<file path="config.mk">
export PLATFORM = sky130hd
export DESIGN_NAME = rca_seq_adder
export DESIGN_NICKNAME = d
export VERILOG_FILES = /design/src/rtl/rca_seq_pkg.sv /design/src/rtl/rca_slice.sv /design/src/rtl/rca_seq_adder.sv
export SDC_FILE = /design/constraint.sdc
export NUM_CORES = 1
export LEC_CHECK = 0
export BUFFER_PORTS_ARGS = -buffer_cell sky130_fd_sc_hd__buf_2
export CAP_MARGIN = 15
export CORE_UTILIZATION = 45
export DETAILED_ROUTE_END_ITERATION = 10
export GPL_ROUTABILITY_DRIVEN = 0
export GPL_TIMING_DRIVEN = 1
export PLACE_DENSITY = 0.74
export SETUP_SLACK_MARGIN = 0.5
export SYNTH_ARGS = -nofsm -noshare
export SYNTH_HDL_FRONTEND = slang
export SYNTH_HIERARCHICAL = 1
export SYNTH_SLANG_ARGS = --single-unit
</file>
<file path="constraint.sdc">
create_clock -name clk -period 2.84 [get_ports clk]
set_input_delay 0.284 -clock clk [delete_from_list [all_inputs] [get_ports clk]]
set_output_delay 0.284 -clock clk [all_outputs]
set_load 0.01 [all_outputs]
</file>
<file path="src/rtl/rca_seq_pkg.sv">
// Shared types and helpers for the sequential ripple-carry adder.
package rca_seq_pkg;

    typedef enum logic [1:0] {
        IDLE = 2'd0,
        RUN  = 2'd1,
        DONE = 2'd2
    } state_t;

    // Bits needed to index n items, never less than one.
    function automatic int unsigned clog2_min1(input int unsigned n);
        int unsigned w;
        w = 1;
        while ((64'd1 << w) < 64'(n)) begin
            w = w + 1;
        end
        return w;
    endfunction

endpackage

</file>
<file path="src/rtl/rca_slice.sv">
// Combinational SLICE-bit ripple chain of full adders.
module rca_slice #(
    parameter int unsigned SLICE = 3
) (
    input  logic [SLICE-1:0] a,
    input  logic [SLICE-1:0] b,
    input  logic             cin,
    output logic [SLICE-1:0] sum,
    output logic             cout
);

    logic c;

    always_comb begin
        c   = cin;
        sum = '0;
        for (int i = 0; i < int'(SLICE); i++) begin
            sum[i] = a[i] ^ b[i] ^ c;
            c      = (a[i] & b[i]) | (c & (a[i] ^ b[i]));
        end
        cout = c;
    end

endmodule

</file>
<file path="src/rtl/rca_seq_adder.sv">
// Multi-cycle WIDTH-bit adder reusing one SLICE-bit ripple slice, LSB slice first,
// with a start/busy/done handshake.
module rca_seq_adder
    import rca_seq_pkg::*;
#(
    parameter int unsigned WIDTH = 12,
    parameter int unsigned SLICE = 3
) (
    input  logic             clk,
    input  logic             rst,
    input  logic             start,
    input  logic [WIDTH-1:0] a,
    input  logic [WIDTH-1:0] b,
    input  logic             cin,
    output logic             busy,
    output logic             done,
    output logic [WIDTH-1:0] sum,
    output logic             cout
);

    localparam int unsigned NSLICE = (SLICE == 0) ? 1 : WIDTH / SLICE;
    localparam int unsigned IDXW   = clog2_min1(NSLICE);
    localparam logic [IDXW-1:0] LAST_IDX = IDXW'(NSLICE - 1);

    if ((SLICE < 1) || ((WIDTH % ((SLICE == 0) ? 1 : SLICE)) != 0)) begin : g_bad_params
        $error("rca_seq_adder: WIDTH must be a positive multiple of SLICE");
    end

    state_t            state, state_next;
    logic [IDXW-1:0]   idx, idx_next;
    logic              carry_r, carry_next;
    logic [WIDTH-1:0]  a_r, a_next;
    logic [WIDTH-1:0]  b_r, b_next;
    logic [WIDTH-1:0]  work_sum, work_next;
    logic [WIDTH-1:0]  merged;
    logic [WIDTH-1:0]  sum_next;
    logic              cout_next, busy_next, done_next;

    int unsigned       lo;
    logic [SLICE-1:0]  slice_a, slice_b, slice_sum;
    logic              slice_cout;

    // Operand mux for the shared slice.
    always_comb begin
        lo      = 32'(idx) * SLICE;
        slice_a = a_r[lo +: SLICE];
        slice_b = b_r[lo +: SLICE];
    end

    rca_slice #(.SLICE(SLICE)) u_slice (
        .a    (slice_a),
        .b    (slice_b),
        .cin  (carry_r),
        .sum  (slice_sum),
        .cout (slice_cout)
    );

    // Next-state and datapath update.
    always_comb begin
        state_next = state;
        idx_next   = idx;
        carry_next = carry_r;
        a_next     = a_r;
        b_next     = b_r;
        work_next  = work_sum;
        sum_next   = sum;
        cout_next  = cout;
        merged     = work_sum;
        merged[lo +: SLICE] = slice_sum;

        case (state)
            IDLE, DONE: begin
                if (start) begin
                    a_next     = a;
                    b_next     = b;
                    carry_next = cin;
                    idx_next   = '0;
                    state_next = RUN;
                end else begin
                    state_next = IDLE;
                end
            end
            RUN: begin
                work_next  = merged;
                carry_next = slice_cout;
                // Final slice goes straight into the result so sum never shows partials.
                if (idx == LAST_IDX) begin
                    sum_next   = merged;
                    cout_next  = slice_cout;
                    state_next = DONE;
                end else begin
                    idx_next = idx + IDXW'(1);
                end
            end
            default: state_next = IDLE;
        endcase

        busy_next = (state_next == RUN);
        done_next = (state_next == DONE);
    end

    always_ff @(posedge clk) begin
        if (rst) begin
            state    <= IDLE;
            idx      <= '0;
            carry_r  <= 1'b0;
            a_r      <= '0;
            b_r      <= '0;
            work_sum <= '0;
            sum      <= '0;
            cout     <= 1'b0;
            busy     <= 1'b0;
            done     <= 1'b0;
        end else begin
            state    <= state_next;
            idx      <= idx_next;
            carry_r  <= carry_next;
            a_r      <= a_next;
            b_r      <= b_next;
            work_sum <= work_next;
            sum      <= sum_next;
            cout     <= cout_next;
            busy     <= busy_next;
            done     <= done_next;
        end
    end

endmodule

</file>
# Word level (Yosys, flattened, before mapping)
# Cells that the tools add are included.
# classes
add_sub_neg	2
multipliers	1
n_div	0
order_cmp	0
n_eq_ne	7
n_shift	4
mux	9
bitwise	15
reduce_logical	7
# ops
operator	count
4-bit negation with 34-bit output	1
3-bit by 34-bit variable shift with 12-bit output (first input constant)	1
3-bit by 34-bit indexed part select with 12-bit output	1
12-bit by 5-bit indexed part select with 3-bit output	2
12-bit bitwise mux	1
2-bit case mux with 2 select lines	2
1-bit AND	6
2-bit equality test (second input constant)	3
2-bit two-way mux	3
2-bit AND reduction	3
1-bit bitwise XOR	6
2-bit by 1-bit equality test with 1-bit output (second input constant)	2
2-bit by 2-bit multiplier with 4-bit output (second input constant)	1
2-bit inequality test (second input constant)	2
1-bit OR	3
3-bit AND reduction	1
2-bit by 1-bit adder with 2-bit output (second input constant)	1
2-bit zero test	1
1-bit two-way mux	2
1-bit case mux with 2 select lines	1
2-bit nonzero test	1
2-bit OR reduction	1
# totals
regBits	56
latch_bits	0
mem_bits_rw	0
rom_bits	0
in_bits	28
output_inout_bits	15
memories	0

# Longest topological paths before layout
# Gate-level depths: netlist of run 1.
# depth
depth_word	10
ltp_mapped	11
depth_no_buf	10

# Hierarchy
# Netlist of run 1, hierarchy kept.
# modules_own_cells
module	n_inst	cells_per_inst	area_each_um2	seq_area_each_um2
rca_seq_adder	1	263	2396.0	1121.1
rca_slice	1	13	97.6	0.0

# Worst setup path before layout of run 1
# No wires, ideal clock.
# synth_timing
kind	register to register
start	register idx[0]
end	register work_sum[2]
setup_time_ns	0.086
arrival_ns	2.661
setup_slack_ns	0.094
stages_incl_launch_ff	12
period_less_slack_ns	2.746
path_cell_list	dfxtp_1 buf_6 mux4_2 inv_1 fa_1 inv_1 fa_1 inv_1 fa_1 inv_1 a31oi_1 a211oi_1
# synth_between
elab_chain_cells	10
elab_cells_between_ends	19
cone_classes	1 x add/sub; 1 x mul; 4 x shift; 1 x mux; 12 x bitwise
# synth_rtl
item	line	rtl
from (decl)	rca_seq_adder.sv:30	logic [IDXW-1:0] idx, idx_next;
from (signal assigned)	rca_seq_adder.sv:116	idx <= idx_next;
2-bit by 2-bit multiplier with 4-bit output (*)	rca_seq_adder.sv:45	lo = 32'(idx) * SLICE;
12-bit by 5-bit indexed part select with 3-bit output (*)	rca_seq_adder.sv:47	slice_b = b_r[lo +: SLICE];
named net slice_b[0]	rca_seq_adder.sv:40	logic [SLICE-1:0] slice_a, slice_b, slice_sum;
1-bit bitwise XOR	rca_slice.sv:19	c = (a[i] & b[i]) | (c & (a[i] ^ b[i]));
1-bit AND	rca_slice.sv:19	
1-bit OR (*)	rca_slice.sv:19	
1-bit AND (*)	rca_slice.sv:19	
1-bit OR (*)	rca_slice.sv:19	
1-bit bitwise XOR (*)	rca_slice.sv:18	sum[i] = a[i] ^ b[i] ^ c;
named net slice_sum[2]	rca_seq_adder.sv:40	
3-bit by 34-bit indexed part select with 12-bit output (*)	rca_seq_adder.sv:69	merged[lo +: SLICE] = slice_sum;
12-bit bitwise mux (*)	rca_seq_adder.sv:69	
to (signal assigned)	rca_seq_adder.sv:120	work_sum <= work_next;
to (decl)	rca_seq_adder.sv:34	logic [WIDTH-1:0] work_sum, work_next;
# Mark *: on every way through the listed nets, which the timed path passes. The rest lies on a longest branch.
# A chain may end at the register's enable or synchronous reset.

# Final worst setup path of run 1
# layout_timing
start	register idx[0]
end	register sum[2]
# layout_between
elab_chain_cells	10
elab_cells_between_ends	21
cone_classes	1 x add/sub; 1 x mul; 1 x eq/ne; 4 x shift; 1 x mux; 12 x bitwise; 1 x reduce/logical
# layout_rtl
item	line	rtl
2-bit by 2-bit multiplier with 4-bit output (*)	rca_seq_adder.sv:45	
12-bit by 5-bit indexed part select with 3-bit output (*)	rca_seq_adder.sv:47	
named net slice_b[0]	rca_seq_adder.sv:40	
1-bit bitwise XOR	rca_slice.sv:19	
1-bit AND	rca_slice.sv:19	
1-bit OR (*)	rca_slice.sv:19	
1-bit AND (*)	rca_slice.sv:19	
1-bit OR (*)	rca_slice.sv:19	
1-bit bitwise XOR (*)	rca_slice.sv:18	
named net slice_sum[2]	rca_seq_adder.sv:40	
3-bit by 34-bit indexed part select with 12-bit output (*)	rca_seq_adder.sv:69	
12-bit bitwise mux (*)	rca_seq_adder.sv:69	
to (signal assigned)	rca_seq_adder.sv:121	sum <= sum_next;
to (decl)	rca_seq_adder.sv:17	output logic [WIDTH-1:0] sum,
# Marks and branches as above.

==> results.md, run 1 <==
- GRT Residual Overflow: 0
- Yosys warnings: 6
- Largest area contributor in the netlist: dfxtp_1
- Initial antenna violation count: 0
- # diodes: 0
- Worst Setup Path Type: reg2reg
- Post-Syn Instances: 276
- RR Endpoint: sum[2]$_SDFFE_PP0P_
- Full die area: 5840 um2
- P_leak: 1.15 nW
- Worst reg-to-reg path cell count: 10
- Worst-Skew Late Latency: 0.30 ns
- Worst vdd ir: 0.315 mV
- Slew Limit Fails: 0
- Final period util: 0.892
- Final TNS setup: 0 ns
- Cell Chain, Critical Path: mux4_2 > inv_2 > fa_2 > inv_2 > fa_2 > inv_2 > fa_1 > inv_2 > a31oi_2 > a211oi_1
- Syn_nets: 313
- Cell area after synthesis: 2490 um2
- Slew headroom: 0.324
- Final core occ: 0.550
- Final Hold Vio Count: 0
- Avg Cell Area, Syn: 9.03 um2
- HP Class: in2reg
- R2R Setup Slk: 0.31 ns
- Power density cells: 529 nW/um2
- Reg-to-Reg Start: idx[0]$_SDFFE_PP0P_
- CP max stage delay: 0.52 ns
- Area contributors post-synth: dfxtp_1 45%, nand2_1 8.1%, a21oi_1 6.2%
- Num rows: 26
- P&R area growth vs syn: 15.5%
- DP Wirelength: 3340 um
- DRC errors left: 0
- Worst-path clk slew: 0.10 ns
- Initial Utilization: 0.476
- DR pass1 iterations: 4
- Run status: complete, no violations
- Sequential area share after synthesis: 0.450
- Setup Skew: 0.00645 ns
- Ys async rst share: 0
- Htree depth: 2
- Yosys cell types: 33
- Vias in the first global route: 1860
- Fmax: 395 MHz
- Clock sinks: 56
- Final setup vio count: 0
- Hold depth: 3
- CP startpoint kind: register
- Max_cap viols: 0
- CP most frequent cell: inv_2
- All-Layer GR Usage: 0.178
- Critical Path Start: idx[0]$_SDFFE_PP0P_
- Die height: 76.4 um
- Layout Nets: 351
- Hold path startpoint: b[5]
- Largest net degree at the start of global routing: 57
- Worst setup EP type: register
- Global-route wire length before repair: 8470 um
- RSZ-0062 raised after global routing: yes
- Synthesized flop and latch total: 56
- Post-synth top area share: 0.450
- Root buffer cell: clkbuf_8
- Total I/O pin count: 43
- CTS tree: yes
- Post-Route WL: 5050 um
- Arrival time worst endpoint: 2.75 ns
- Post-route ant nets: 0
- Worst-case clock buffer depth: 2
- CP required: 3.06 ns
- Core box area: 5240 um2
- Worst Hold End: b_r[5]$_SDFFE_PP0P_
- Min Tclk post-route: 2.53 ns
- DR vias: 2033
- Worst-Margin Slew: 1.01 ns
- Most used DFF post-synth: dfxtp_1
- IO buf count: 42
- 1st-iter DRT viols: 109
- Number of vias per cell: 5.31
- CTS Buf Count: 5
- Crit-path slowest cell: mux4_2
- EDFF count, synth: 0
- Share of layout cells above drive strength 1: 0.259
- Drt wl/cell: 13.2 um
- Worst-path fanout max: 4
- Die Width: 76.4 um
## through the flow
stage	area [um2]	total power, mW	std cells	hold slack (ns)	setup slack, ns
floorplan	2500	0.997	276	0.420	0.294
CTS	2850	1.52	382	0.201	0.284
detailed placement	2700	1.05	373	0.445	0.102
finish	2880	1.52	383	0.204	0.308
global placement	2700	1.04	373	0.442	0.230
global route	2880	1.59	383	0.210	0.230
## how the worst max path moves through the flow
stage | to | slack [ns] | cells after the start
final | sum[2]$_SDFFE_PP0P_ | 0.31 | 10
after detailed placement | work_sum[2]$_SDFFE_PP0N_ | 0.10 | 10
after CTS | work_sum[2]$_SDFFE_PP0N_ | 0.28 | 10
after floorplan | sum[2]$_SDFFE_PP0P_ | 0.29 | 11
after global routing | sum[2]$_SDFFE_PP0P_ | 0.23 | 10
after global placement | sum[2]$_SDFFE_PP0P_ | 0.23 | 10
## critical path, delay by kind of cell (launching register included)
| family | cells | cell delay (ns) |
|---|---|---|
| AOI/OAI and AO/OA | 2 | 0.31 |
| muxes | 1 | 0.52 |
| DFF | 1 | 0.38 |
| buffers and inverters | 4 | 0.29 |
| adders and majority gates | 3 | 0.94 |
## flip-flops by register name, summed over array words and instances (netlist names)
register / cells
busy: 1
a_r: 12
carry_r: 1
state: 2
cout: 1
done: 1
work_sum: 12
sum: 12
idx: 2
b_r: 12
## cell type report
class | instances | area [um2]
Multi-Input combinational cell | 186 | 1230
Timing Repair Buffer | 50 | 283
Inverter | 15 | 56.3
Tap cell | 70 | 87.6
Fill cell | 488 | 2360
Sequential cell | 56 | 1130
Clock buffer | 6 | 93.8
## per-layer routing
layer | wire length (um) | global-route usage
met1 | 2420 | 0.242
met2 | 2410 | 0.285
met3 | 153 | 0.0287
met4 | 66 | 0.0654
met5 | 0 | 0
## Yosys cell counts (all sizes together), types with 2 or more instances
library cell,number
inv,15
nand3,2
and4b,2
dfxtp,56
nor3,9
clkbuf,6
fa,3
ha,6
mux4,6
and4bb,3
nand2b,2
nand3b,5
a32oi,7
a221oi,7
nor2b,4
buf,13
a31oi,3
a211oi,8
nor2,27
nand2,54
o211ai,2
a21oi,31
## power by group
group	leakage [nW]	total, mW	switching [mW]	internal (mW)
Sequential	0.458	0.835	0.0195	0.816
Clock	0.0483	0.461	0.243	0.218
Combinational	0.649	0.228	0.132	0.0968
## cell usage in the layout, fill, tap and decap left out, types with 2 or more instances in the layout
cell       n
o211ai_1   2
a221oi_1   4
and4b_1    2
nand3b_1   5
clkbuf_8   5
dfxtp_1   54
nor2b_1    4
nand2b_1   2
a221oi_2   3
ha_1       6
a32oi_2    2
fa_2       2
a31oi_1    2
buf_4      7
inv_2      5
a32oi_1    5
nor2_1    27
and4bb_2   2
nand3_1    2
mux4_2     5
a211oi_1   5
a211oi_2   3
inv_1     10
nor3_1     9
nand2_1   54
a21oi_1   31
buf_2     42
## timing repair
action | 4_1_cts | 5_1_grt
hold buffers | 0 | 0
setup endpoints to repair | 15 | 13
resized for setup | 9 | 3
pin swaps | 7 | 9
buffers inserted | 3 | 1
## logic make-up (layout without fill, tap and decap cells)
kind of cell,count (synthesis),in the layout,share of synthesized area
AO/OA/AOI/OAI,60,60,0.159
adder cells (fa/ha/maj),9,9,0.0542
buffers and inverters,34,71,0.0743
flip-flops,56,56,0.450
multiplexers,6,6,0.0572
AND/OR/NAND/NOR,111,111,0.206
(Power assumes the default switching activity.)
==> run 2: changes to the inputs <==
- TNS_END_PERCENT: default -> 10
- clock period: 2.84 -> 2.3 ns (I/O delays scaled with it)
==> results.md, run 2 (same netlist as run 1, synthesis figures left out) <==
- Pre-CTS worst setup slack: -0.348 ns (was 0.102 ns)
- CP startpoint kind: register (unchanged)
- Worst-Margin Slew: 0.596 ns (was 1.01 ns)
- # diodes: 0 (unchanged)
- Worst-path fanout max: 4 (unchanged)
- Max_cap viols: 0 (unchanged)
- Worst vdd ir: 0.306 mV (was 0.315 mV)
- Slew headroom: 0.602 (was 0.324)
- DRC errors left: 0 (unchanged)
- Hold path startpoint: b[4] (was b[5])
- Final core occ: 0.553 (was 0.550)
- CP required: 2.48 ns (was 3.06 ns)
- Post-route ant nets: 0 (unchanged)
- DR vias: 2020 (was 2033)
- Full die area: 5840 um2 (unchanged)
- Slew Limit Fails: 0 (unchanged)
- RSZ-0062 raised after global routing: yes (unchanged)
- IO buf count: 42 (unchanged)
- Vias in the first global route: 1980 (was 1860)
- Worst setup margin: -0.290 ns (was 0.308 ns)
- Die height: 76.4 um (unchanged)
- 1st-iter DRT viols: 106 (was 109)
- Post-Route WL: 5070 um (was 5050 um)
- Num rows: 26 (unchanged)
- Htree depth: 2 (unchanged)
- All-Layer GR Usage: 0.183 (was 0.178)
- Worst-Skew Late Latency: 0.31 ns (was 0.30 ns)
- Finished Cell Area: 2900 um2 (was 2880 um2)
- Cell Chain, Critical Path: mux4_2 > inv_2 > fa_2 > inv_2 > fa_2 > inv_2 > fa_1 > inv_2 > buf_12 > a221oi_2 > nor3_1 (was mux4_2 > inv_2 > fa_2 > inv_2 > fa_2 > inv_2 > fa_1 > inv_2 > a31oi_2 > a211oi_1)
- Most common cell after layout, fill and taps aside: dfxtp_1
- Failing checks: negative setup slack
- Power Total: 1.88 mW (was 1.52 mW)
- DP Area: 2730 um2 (was 2700 um2)
- Root buffer cell: clkbuf_8 (unchanged)
- Initial antenna violation count: 0 (unchanged)
- Core box area: 5240 um2 (unchanged)
- Final TNS setup: -2.06 ns (was 0 ns)
- Clock sinks: 56 (unchanged)
- Global-route wire length before repair: 8740 um (was 8470 um)
- Reg-to-Reg Start: idx[0]$_SDFFE_PP0P_ (unchanged)
- CTS tree: yes (unchanged)
- Worst-case clock buffer depth: 2 (unchanged)
- Initial Utilization: 0.476 (unchanged)
- Worst setup EP type: register (unchanged)
- Non-filler cells, final: 386 (was 383)
- Number of vias per cell: 5.23 (was 5.31)
- Final setup vio count: 10 (was 0)
- Placed Cells: 377 (was 373)
- CP most frequent cell: inv_2 (unchanged)
- P_leak: 1.15 nW (about the same)
- Final Hold Vio Count: 0 (unchanged)
- DP Wirelength: 3530 um (was 3340 um)
- Share of layout cells above drive strength 1: 0.272 (was 0.259)
- Largest net degree at the start of global routing: 57 (unchanged)
- Power density cells: 647 nW/um2 (was 529 nW/um2)
- Hold Slack: 0.142 ns (was 0.204 ns)
- Cts hold-fix bufs: 0 (unchanged)
- Layout Nets: 352 (was 351)
- P&R area growth vs syn: 16.2% (was 15.5%)
- Crit-path slowest cell: fa_1 (was mux4_2)
- CTS Buf Count: 5 (unchanged)
- Most frequent cells in the layout: 55 x dfxtp_1, 54 x nand2_1, 42 x buf_2 (was 54 x nand2_1, 54 x dfxtp_1, 42 x buf_2)
- HP Class: in2reg (unchanged)
- Die Width: 76.4 um (unchanged)
- Critical Path Start: idx[0]$_SDFFE_PP0P_ (unchanged)
- Worst-path clk slew: 0.10 ns (about the same)
- GRT Residual Overflow: 0 (unchanged)
- Run status: complete, but fails checks (was complete, no violations)
- Total I/O pin count: 43 (unchanged)
- Worst Setup Path Type: reg2reg (unchanged)
- Final period util: 1.13 (was 0.892)
- CP max stage delay: 0.53 ns (was 0.52 ns)
- Drt wl/cell: 13.1 um (was 13.2 um)
- Buf/Inv on CP: 5 (was 4)
- Fmax: 386 MHz (was 395 MHz)
- Delay-heaviest family, CP: adder cells (unchanged)
- Setup Skew: 0.00894 ns (was 0.00645 ns)
- DR pass1 iterations: 4 (unchanged)
- Arrival time worst endpoint: 2.77 ns (was 2.75 ns)
- Min Tclk post-route: 2.59 ns (was 2.53 ns)
run 2: tightest hold or removal path, delay by kind of cell:
| family | cells | cell delay (ns) |
|---|---|---|
| AOI/OAI and AO/OA | 1 | 0.05 |
| buffers and inverters | 1 | 0.09 |
| and+or+nand+nor | 1 | 0.04 |
run 2: repair_timing:
| action | in CTS | in global routing |
|---|---|---|
| endpoints found under the setup margin | 26 | 28 |
| gates resized for setup | 13 | 4 |
| buffers inserted | 1 | 0 |
| pin swaps | 17 | 14 |
run 2: path summary, 6_finish.rpt:
path	end	slack (ns)	cells past startpoint
worst min-delay path	b_r[4]$_SDFFE_PP0P_	0.14	3
worst max-delay path	sum[8]$_SDFFE_PP0P_	-0.29	11
worst max register to register	sum[8]$_SDFFE_PP0P_	-0.29	11
worst min register to register	b_r[10]$_SDFFE_PP0P_	0.46	2
run 2: final cells by class:
type,count,area (um2)
fill,496,2340
multi-input combinational,186,1240
sequential,56,1120
timing repair buffer,51,294
tap,70,87.6
clock buffer,5,68.8
inverter,15,58.8
clock inverter,3,22.5
run 2: routing by layer:
| metal | track usage | part of all wire |
|---|---|---|
| met1 | 0.219 | 0.47 |
| met2 | 0.324 | 0.48 |
| met3 | 0.0371 | 0.040 |
| met4 | 0.0635 | 0.012 |
| met5 | 0 | 0 |
run 2: report_power, final:
group	internal [mW]	leakage [nW]	switching, mW	total (mW)
Combinational	0.132	0.649	0.169	0.301
Clock	0.219	0.0485	0.326	0.545
Sequential	1.01	0.457	0.0231	1.03
Total	1.36	1.15	0.519	1.88
